`src/rtl/vga_frame_reader.sv`:
```
// vga_frame_reader: VGA scan-out engine on the read side of the frame buffer.
// Generates VGA timing, walks the stored image with integer upscaling inside a
// placeable window, and returns RGB332 buffer data as RGB444 with aligned syncs.
// Optional build macro VGA_FRAME_READER_REPLICATE_EN: RGB332 -> RGB444 by MSB
// replication; when undefined the low bits are zero-filled.
module vga_frame_reader #(
  parameter int unsigned H_ACTIVE   = 640,
  parameter int unsigned H_FP       = 16,
  parameter int unsigned H_SYNC     = 96,
  parameter int unsigned H_BP       = 48,
  parameter int unsigned V_ACTIVE   = 480,
  parameter int unsigned V_FP       = 10,
  parameter int unsigned V_SYNC     = 2,
  parameter int unsigned V_BP       = 33,
  parameter int unsigned IMG_W      = 320,
  parameter int unsigned IMG_H      = 240,
  parameter int unsigned SCALE_LOG2 = 1,
  parameter int unsigned X_OFF      = 0,
  parameter int unsigned Y_OFF      = 0,
  parameter int unsigned AW         = 17,
  parameter int unsigned DW         = 8,
  parameter int unsigned RD_LAT     = 1,
  parameter logic [7:0]  BORDER     = 8'h00
) (
  input  logic          clk,
  input  logic          rst,
  input  logic          en,
  output logic [AW-1:0] mem_addr,
  input  logic [DW-1:0] mem_data,
  output logic          VGA_Hsync_n,
  output logic          VGA_Vsync_n,
  output logic [3:0]    VGA_R,
  output logic [3:0]    VGA_G,
  output logic [3:0]    VGA_B,
  output logic          frame_start
);

  localparam int unsigned H_TOTAL  = H_ACTIVE + H_FP + H_SYNC + H_BP;
  localparam int unsigned V_TOTAL  = V_ACTIVE + V_FP + V_SYNC + V_BP;
  localparam int unsigned HW       = $clog2(H_TOTAL);
  localparam int unsigned VW       = $clog2(V_TOTAL);
  localparam int unsigned HS_START = H_ACTIVE + H_FP;
  localparam int unsigned HS_END   = HS_START + H_SYNC;
  localparam int unsigned VS_START = V_ACTIVE + V_FP;
  localparam int unsigned VS_END   = VS_START + V_SYNC;
  localparam int unsigned X_END    = X_OFF + (IMG_W << SCALE_LOG2);
  localparam int unsigned Y_END    = Y_OFF + (IMG_H << SCALE_LOG2);
  localparam int unsigned SW       = (SCALE_LOG2 == 0) ? 1 : SCALE_LOG2;
  localparam int unsigned NST      = RD_LAT + 1;
  localparam int unsigned FW       = 5;

  // Flag positions inside one pipeline stage
  localparam int unsigned F_WIN = 0;
  localparam int unsigned F_ACT = 1;
  localparam int unsigned F_HS  = 2;
  localparam int unsigned F_VS  = 3;
  localparam int unsigned F_FS  = 4;

  localparam logic [SW-1:0] SUB_MAX = SW'((1 << SCALE_LOG2) - 1);
  localparam logic [AW-1:0] PARK    = AW'(IMG_W * IMG_H);
  localparam logic [AW-1:0] ROW_INC = AW'(IMG_W);

  // Parameter sanity, caught at elaboration
  if (SCALE_LOG2 > 2) begin : g_bad_scale
    $error("vga_frame_reader: SCALE_LOG2 must be 0, 1 or 2");
  end
  if (RD_LAT < 1 || RD_LAT > 3) begin : g_bad_lat
    $error("vga_frame_reader: RD_LAT must be 1..3");
  end
  if (DW != 8) begin : g_bad_dw
    $error("vga_frame_reader: DW must be 8 (RGB332)");
  end
  if ((64'(IMG_W) * 64'(IMG_H) + 64'd1) > (64'd1 << AW)) begin : g_bad_aw
    $error("vga_frame_reader: AW too small for image plus park address");
  end

  logic [HW-1:0]     h_cnt;
  logic [VW-1:0]     v_cnt;
  logic [AW-1:0]     row_base;
  logic [AW-1:0]     col;
  logic [SW-1:0]     px;
  logic [SW-1:0]     sub;
  logic [NST-1:0][FW-1:0] pipe;

  logic h_last, v_last, act, x_lo, y_lo, x_in, y_in, win, hs, vs, fs;
  logic [FW-1:0] tail;
  logic [7:0]    pix;
  logic [3:0]    r4, g4, b4;

  // Lower window edges; a zero offset needs no comparison
  if (X_OFF == 0) begin : g_x0
    assign x_lo = 1'b1;
  end else begin : g_x1
    assign x_lo = (32'(h_cnt) >= X_OFF);
  end
  if (Y_OFF == 0) begin : g_y0
    assign y_lo = 1'b1;
  end else begin : g_y1
    assign y_lo = (32'(v_cnt) >= Y_OFF);
  end

  // Decode the current scan position into region and sync flags
  always_comb begin
    h_last = (32'(h_cnt) == H_TOTAL - 1);
    v_last = (32'(v_cnt) == V_TOTAL - 1);
    act    = (32'(h_cnt) < H_ACTIVE) && (32'(v_cnt) < V_ACTIVE);
    x_in   = x_lo && (32'(h_cnt) < X_END) && (32'(h_cnt) < H_ACTIVE);
    y_in   = y_lo && (32'(v_cnt) < Y_END) && (32'(v_cnt) < V_ACTIVE);
    win    = x_in && y_in;
    hs     = (32'(h_cnt) >= HS_START) && (32'(h_cnt) < HS_END);
    vs     = (32'(v_cnt) >= VS_START) && (32'(v_cnt) < VS_END);
    fs     = (h_cnt == '0) && (v_cnt == '0);
  end

  // Horizontal / vertical scan counters; en low parks them at (0,0)
  always_ff @(posedge clk or negedge rst) begin
    if (!rst) begin
      h_cnt <= '0;
      v_cnt <= '0;
    end else if (!en) begin
      h_cnt <= '0;
      v_cnt <= '0;
    end else if (h_last) begin
      h_cnt <= '0;
      v_cnt <= v_last ? '0 : v_cnt + 1'b1;
    end else begin
      h_cnt <= h_cnt + 1'b1;
    end
  end

  // Incremental read address: column steps every 2^SCALE_LOG2 pixels,
  // row base steps by IMG_W every 2^SCALE_LOG2 in-window lines
  always_ff @(posedge clk or negedge rst) begin
    if (!rst) begin
      mem_addr <= '0;
      row_base <= '0;
      col      <= '0;
      px       <= '0;
      sub      <= '0;
    end else if (!en) begin
      mem_addr <= '0;
      row_base <= '0;
      col      <= '0;
      px       <= '0;
      sub      <= '0;
    end else begin
      mem_addr <= win ? (row_base + col) : PARK;
      if (win) begin
        if (px == SUB_MAX) begin
          px  <= '0;
          col <= col + 1'b1;
        end else begin
          px <= px + 1'b1;
        end
      end else begin
        px  <= '0;
        col <= '0;
      end
      if (h_last) begin
        if (v_last) begin
          row_base <= '0;
          sub      <= '0;
        end else if (y_in) begin
          if (sub == SUB_MAX) begin
            sub      <= '0;
            row_base <= row_base + ROW_INC;
          end else begin
            sub <= sub + 1'b1;
          end
        end
      end
    end
  end

  // Delay the position flags to line up with the returning buffer data
  always_ff @(posedge clk or negedge rst) begin
    if (!rst) begin
      pipe <= '0;
    end else if (!en) begin
      pipe <= '0;
    end else begin
      pipe[0] <= {fs, vs, hs, act, win};
      for (int i = 1; i < int'(NST); i++) begin
        pipe[i] <= pipe[i-1];
      end
    end
  end

  // Select the displayed byte and expand RGB332 to RGB444
  always_comb begin
    tail = pipe[NST-1];
    pix  = 8'h00;
    if (tail[F_WIN]) begin
      pix = mem_data[7:0];
    end else if (tail[F_ACT]) begin
      pix = BORDER;
    end
`ifdef VGA_FRAME_READER_REPLICATE_EN
    r4 = {pix[7:5], pix[7]};
    g4 = {pix[4:2], pix[4]};
    b4 = {pix[1:0], pix[1:0]};
`else
    r4 = {pix[7:5], 1'b0};
    g4 = {pix[4:2], 1'b0};
    b4 = {pix[1:0], 2'b00};
`endif
  end

  // Pin register: colour, syncs and frame marker leave together
  always_ff @(posedge clk or negedge rst) begin
    if (!rst) begin
      VGA_Hsync_n <= 1'b1;
      VGA_Vsync_n <= 1'b1;
      VGA_R       <= '0;
      VGA_G       <= '0;
      VGA_B       <= '0;
      frame_start <= 1'b0;
    end else if (!en) begin
      VGA_Hsync_n <= 1'b1;
      VGA_Vsync_n <= 1'b1;
      VGA_R       <= '0;
      VGA_G       <= '0;
      VGA_B       <= '0;
      frame_start <= 1'b0;
    end else begin
      VGA_Hsync_n <= ~tail[F_HS];
      VGA_Vsync_n <= ~tail[F_VS];
      VGA_R       <= r4;
      VGA_G       <= g4;
      VGA_B       <= b4;
      frame_start <= tail[F_FS];
    end
  end

endmodule

```
`config.mk`:
```
export PLATFORM = sky130hd
export DESIGN_NAME = vga_frame_reader
export DESIGN_NICKNAME = d
export VERILOG_FILES = /design/src/rtl/vga_frame_reader.sv
export SDC_FILE = /design/constraint.sdc
export NUM_CORES = 1
export LEC_CHECK = 0
export CAP_MARGIN = 20
export CORE_MARGIN = 2
export CORE_UTILIZATION = 58
export DETAILED_ROUTE_END_ITERATION = 7
export HOLD_SLACK_MARGIN = 0.06
export PLACE_DENSITY = 0.91
export SLEW_MARGIN = 0
export SYNTH_ARGS = -nofsm -noshare
export SYNTH_HDL_FRONTEND = slang
export SYNTH_SLANG_ARGS = --single-unit
```
`constraint.sdc`:
```
create_clock -name clk -period 3 [get_ports clk]
set_clock_uncertainty 0.15 [all_clocks]
set_input_delay 0.6 -clock clk [delete_from_list [all_inputs] [get_ports clk]]
set_output_delay 0.6 -clock clk [all_outputs]
set_load 0.02 [all_outputs]
```
==> results.json, run 1 <==
{
  "status": "finished clean",
  "rsz0062_at_grt": "false",
  "synth_warnings": 0,
  "clkPwrFrac_pct": 37.6,
  "via_per_inst": 5.96,
  "p_comb_share_pct": 5.8,
  "worstPathArrival_ns": 2.60,
  "swShare_pct": 26.5,
  "synth_cell_types": 50,
  "ys_ff_latch": 86,
  "dp.cells": 538,
  "min_path_type": "flop to flop",
  "synth.top_cell.area_share_pct": 50.4,
  "cts_tree": "built",
  "initial_core_util_pct": 60.7,
  "fp.dieH_um": 88.8,
  "crit_fanout": 6,
  "rr_endpoint": "mem_addr[14]",
  "dieArea_mm2": 0.00788,
  "holdPathEnd": "VGA_Vsync_n",
  "grt_usage_pct": 24.0,
  "stdcell_count": 556,
  "min_delay_path_depth": 1,
  "drv_cap": 0,
  "synth-seq-area-share_pct": 51.7,
  "crit_required_ns": 3.11,
  "timing.fmax_mhz": 401,
  "nNetsFinal": 482,
  "hold_viol": 0,
  "netSwitchingPower_uw": 557,
  "power.density_mw_per_mm2": 435,
  "grt_antenna_before_repair": 0,
  "layout_setup_ws_ns": 0.506,
  "async_flop_share_pct": 100,
  "routed_wl_um": 8680,
  "p_seq_share_pct": 56.6,
  "routedWlPerCell_um": 15.6,
  "synth_edf_count": 0,
  "io_buffers": 38,
  "r2r_cells": 6,
  "cts_post_setup_buffers_inserted": 0,
  "cts_buffers": 9,
  "setup_viol": 0,
  "grt_pass1_wl_um": 14800,
  "crit_path_max_incr_delay_ns": 0.52,
  "syn_inst": 416,
  "num_antenna_cells": 0,
  "overflow": 0,
  "internal-power_uw": 1540,
  "holdWs_ns": 0.226,
  "core_mm2": 0.00687,
  "cts.sinks": 86,
  "worst-r2r-setup-slack_ns": 0.51,
  "dr.pass1.iters": 4,
  "r2r_start": "col[7]",
  "tns_ns": 0,
  "area.growth.synth_to_final_pct": 15.9,
  "hp-start": "tail[3]",
  "clk_latency_ns": 0.37,
  "rows": 30,
  "dp_hpwl_um": 5760,
  "post-synth-top-count-cell": "dfrtp_1",
  "period_needed_ns": 2.49,
  "worstSetupStartpointType": "flop",
  "timing.final.crit_share_pct": 83.1,
  "dp_slack_ns": 0.498,
  "slew_headroom_pct": 56.0,
  "grt_max_degree": 87,
  "drive_gt1_share_pct": 6.96,
  "clockBufferDepth": 2,
  "power_uw": 2100,
  "drv_slew": 0,
  "root_buffer": "clkbuf_8",
  "grt_pass1_vias": 3194,
  "worstSetupPathType": "flop to flop",
  "irDropWorstVdd_v": 0.000215,
  "p_leak_uw": 0.00224,
  "die_w_um": 88.8,
  "synth.avg_cell_area_um2": 10.0,
  "io_pins": 43,
  "crit_slowest_cell": "a211oi_1",
  "synth.area.top_cells": "dfrtp_1 50%, ha_1 4.8%, nor2_1 4.4%",
  "syn-cell-area_mm2": 0.00417,
  "path_cells": "ha_1 > a211oi_1 > o21ai_0 > a41oi_1 > xor2_1 > nor2_1",
  "ant_nets": 0,
  "tightestPinTransition_ns": 0.656,
  "finalWeightedCongestion": 0.943,
  "vias": 3312,
  "fillers": 462,
  "htree_levels": 3,
  "synth_flop_cell": "dfrtp_1",
  "drc": 0,
  "endpoint_kind": "flop",
  "yosysTopAreaCell": "dfrtp_1",
  "cts.reportedPaths.clkPinSlew_ns": 0.10,
  "drt_iter0_markers": 223,
  "synthTopCellsByCount": "84 x dfrtp_1, 49 x nor2_1, 31 x nand2_1"
}
[cell type report]
type	count	area [um2]	share of cell area [%]
repair buffers	44	445	9.22
flip-flops and latches	86	2150	44.6
clock inverters	7	62.6	1.30
well taps	96	120	2.49
inverters	14	52.6	1.09
multi-input cells	300	1870	38.7
clock buffers	9	124	2.56
[stage by stage]
step                      utilization (%)  cell area [um2]
after floorplan                         -             4180
after global placement               67.1             4610
after detailed placement             67.1             4610
after CTS                            69.8             4790
after global routing                 70.3             4830
final                                70.3             4830
[sequential cells by signal (all words and copies together) (netlist names)]
name,count
h_cnt,10
frame_start,1
mem_addr,17
VGA_Hsync_n,1
sub,1
v_cnt,10
VGA_R,3
VGA_G,3
row_base,11
col,17
tail,4
VGA_Vsync_n,1
pipe,4
VGA_B,2
px,1
[worst max-delay path by stage]
stage / startpoint / endpoint / slack [ns] / depth (start not counted)
detailed placement: en / pipe[4] / 0.50 / 5
finish: col[7] / mem_addr[14] / 0.51 / 6
CTS: col[7] / mem_addr[14] / 0.59 / 6
global route: col[7] / mem_addr[14] / 0.31 / 6
global placement: en / pipe[4] / 0.56 / 5
floorplan: en / pipe[4] / 0.94 / 5
[critical path, delay by kind of cell, from the launching register on]
family	cells	cell delay, ns
AOI/OAI and AO/OA	3	1.15
DFF	1	0.46
adders and majority gates	1	0.36
xor gates and xnor gates	1	0.20
and+or+nand+nor	1	0.06
[power by group through the flow]
stage | Combinational (uW) | Clock (uW) | Sequential (uW)
6_report | 123 | 790 | 1190
3_5_place_dp | 117 | 0 | 1210
5_1_grt | 136 | 848 | 1190
3_3_place_gp | 114 | 0 | 1210
2_1_floorplan | 59.1 | 0 | 1210
4_1_cts | 118 | 791 | 1190
[logic make-up (layout without fill, tap and decap cells)]
kind of cell             count (synthesis)  in the layout  share of synthesized area [%]
buffers and inverters                   33             74                           3.66
multiplexers                             1              1                          0.240
adder cells (fa/ha/maj)                 16             16                           4.80
XOR/XNOR                                37             37                           7.78
AO/OA/AOI/OAI                           71             71                           11.0
AND/OR/NAND/NOR                        171            171                           20.8
flip-flops                              86             86                           51.7
other                                    1              4                         0.0900
[layout by cell type (no fill, tap or decap), types with 9 or more instances in the layout]
master           netlist  routed
a21oi_1               12      12
a31oi_1               13      13
and2_1                14      14
and3_1                18      18
clkbuf_8               0       9
clkdlybuf4s50_1        0      37
dfrtp_1               84      84
ha_1                  16      16
inv_1                 13      13
nand2_1               31      31
nand3_1               21      21
nand4_1               11      11
nor2_1                49      49
o21ai_0               19      19
xnor2_1               20      20
xor2_1                17      17
[layer usage]
metal	vias to the layer above	share of wire (%)	track usage, %
li1	1524	-	-
met1	1620	42	31.5
met2	149	49	38.3
met3	19	7.2	6.16
met4	0	2.2	9.64
met5	-	0	0
[what timing repair did]
action,CTS,global route
hold endpoints to repair,0,10
hold buffers,0,1
gates resized for setup,0,0
Note: power is estimated with default switching activity, not from simulation.
==> run 2: changes to the inputs <==
CORE_UTILIZATION = 57   (was 58)
PLACE_DENSITY = 0.9   (was 0.91)
clock period = 2.5 ns   (was 3 ns; I/O delays follow)
==> run 2 against run 1 <==
Against the previous run:
- via count shrank 1.3%
- critical path depth decreased by 1
- sequential cell count unchanged
- utilization fell by 2.1 points
- cell count grew 1.4%
- critical endpoint is now row_base[13]
==> results.json, run 2 (synthesized netlist as in run 1, its figures left out) <==
{
  "dr.max_layer_used": "met4",
  "io_buffers": 38,
  "clk_latency_ns": 0.36,
  "core_mm2": 0.00718,
  "drv_slew": 0,
  "rsz0062_at_grt": "false",
  "drc": 0,
  "rows": 31,
  "tns_ns": 0,
  "period_needed_ns": 2.35,
  "holdWs_ns": 0.239,
  "ant_nets": 0,
  "timing.final.crit_share_pct": 94.0,
  "worst-r2r-setup-slack_ns": 0.15,
  "finalWeightedCongestion": 0.928,
  "cts.reportedPaths.clkPinSlew_ns": 0.09,
  "grt_pass1_wl_um": 14400,
  "grt_antenna_before_repair": 0,
  "num_antenna_cells": 0,
  "crit_required_ns": 2.58,
  "path_cells": "or4_4 > o31ai_2 > o21ai_1 > nand2_1 > nand3_1",
  "dr.pass1.iters": 5,
  "worstSetupPathType": "flop to flop",
  "min_path_type": "flop to flop",
  "cpLargestDelayFamily": "compound AO/OA/AOI/OAI gates",
  "overflow": 0,
  "p_leak_uw": 0.00228,
  "final_common_cell": "dfrtp_1",
  "clockBufferDepth": 2,
  "setup_viol": 0,
  "met2_length_um": 4350,
  "worstPathArrival_ns": 2.43,
  "dr_wl_met3_um": 553,
  "drive_gt1_share_pct": 7.74,
  "endpoint_kind": "flop",
  "grt_pass1_vias": 3078,
  "status": "finished clean",
  "crit_slowest_cell": "or4_4",
  "m1WireLength_um": 3710,
  "io_pins": 43,
  "hp-start": "tail[3]",
  "crit_path_max_incr_delay_ns": 0.59,
  "hold_viol": 0,
  "dp_hpwl_um": 6140,
  "grt_max_degree": 43,
  "drt_iter0_markers": 245,
  "cts_buffers": 9,
  "cts.sinks": 86,
  "top_regs": "col x17, mem_addr x17, row_base x11",
  "critPathBufInv": 0,
  "slew_headroom_pct": 59.5,
  "critPathLaunch": "v_cnt[4]",
  "irDropWorstVdd_v": 0.000277,
  "fp.dieH_um": 89.5,
  "routedWlPerCell_um": 15.6,
  "initial_core_util_pct": 58.1,
  "via_per_inst": 5.80,
  "cts_tree": "built",
  "area.growth.synth_to_final_pct": 17.4,
  "power.density_mw_per_mm2": 539,
  "root_buffer": "clkbuf_8",
  "power_uw": 2640,
  "layout_common_cells": "84 x dfrtp_1, 49 x nor2_1, 37 x clkdlybuf4s50_1, 31 x nand2_1, 21 x nand3_1",
  "dieArea_mm2": 0.00801,
  "grt_usage_pct": 23.4,
  "tightestPinTransition_ns": 0.603,
  "r2r_start": "v_cnt[4]",
  "die_w_um": 89.5,
  "routed_wl_um": 8790,
  "htree_levels": 3,
  "vias": 3269,
  "crit_fanout": 8,
  "worstSetupStartpointType": "flop",
  "timing.fmax_mhz": 426,
  "drv_cap": 0,
  "nNetsFinal": 487
}
[run 2: cell types whose count changed in the layout (fill, tap and decap cells not counted), sizes merged]
| cell | delta |
|---|---|
| clkbuf | +1 |
| inv | -6 |
| bufinv | +2 |
| clkinv | +3 |
| buf | +5 |
[run 2: cell type report]
type | count | area, um2
multi-input combinational | 300 | 1870
fill | 497 | 2280
clock inverter | 6 | 87.6
timing repair buffer | 49 | 475
tap | 99 | 124
inverter | 14 | 52.6
clock buffer | 10 | 128
sequential | 86 | 2150
[run 2: metal layers]
layer  vias up  GRT usage (%)
li1       1537              -
met1      1578           30.9
met2       132           37.6
met3        22           3.79
met4         0           11.3
met5         -              0
[run 2: where the power goes]
group / total (uW) / internal (uW) / switching (uW)
clock: 1060 / 563 / 498
sequential: 1430 / 1410 / 16.5
combinational: 154 / 59.1 / 94.7
total: 2640 / 2030 / 609
[run 2: path summary, 6_finish.rpt]
path                                      to  cells past startpoint
min in group asynchronous           v_cnt[9]                      2
worst max register to register  row_base[13]                      5
max in group asynchronous             col[1]                      3
worst min register to register   VGA_Vsync_n                      1
worst min-delay path             VGA_Vsync_n                      1
worst max-delay path            row_base[13]                      5
[run 2: what timing repair did]
item,CTS,global route
hold buffers,1,0
gates resized for setup,0,0
setup endpoints to repair,0,0
setup buffers,0,0
hold endpoints to repair,38,0
[run 2: stage by stage]
stage	util, %	cell area [um2]	setup WS, ns	std cells
floorplan	-	4180	0.470	419
global placement	65.1	4670	0.156	547
detailed placement	65.1	4670	0.117	547
CTS	68.2	4890	0.213	564
global route	68.2	4890	0.0495	564
finish	68.2	4890	0.150	564
[run 2: worst register-to-register path, stage by stage (launching register included)]
cell	delay, ns
dfrtp_1	0.45
or4_4	0.59
o31ai_2	0.56
o21ai_1	0.27
nand2_1	0.13
nand3_1	0.08
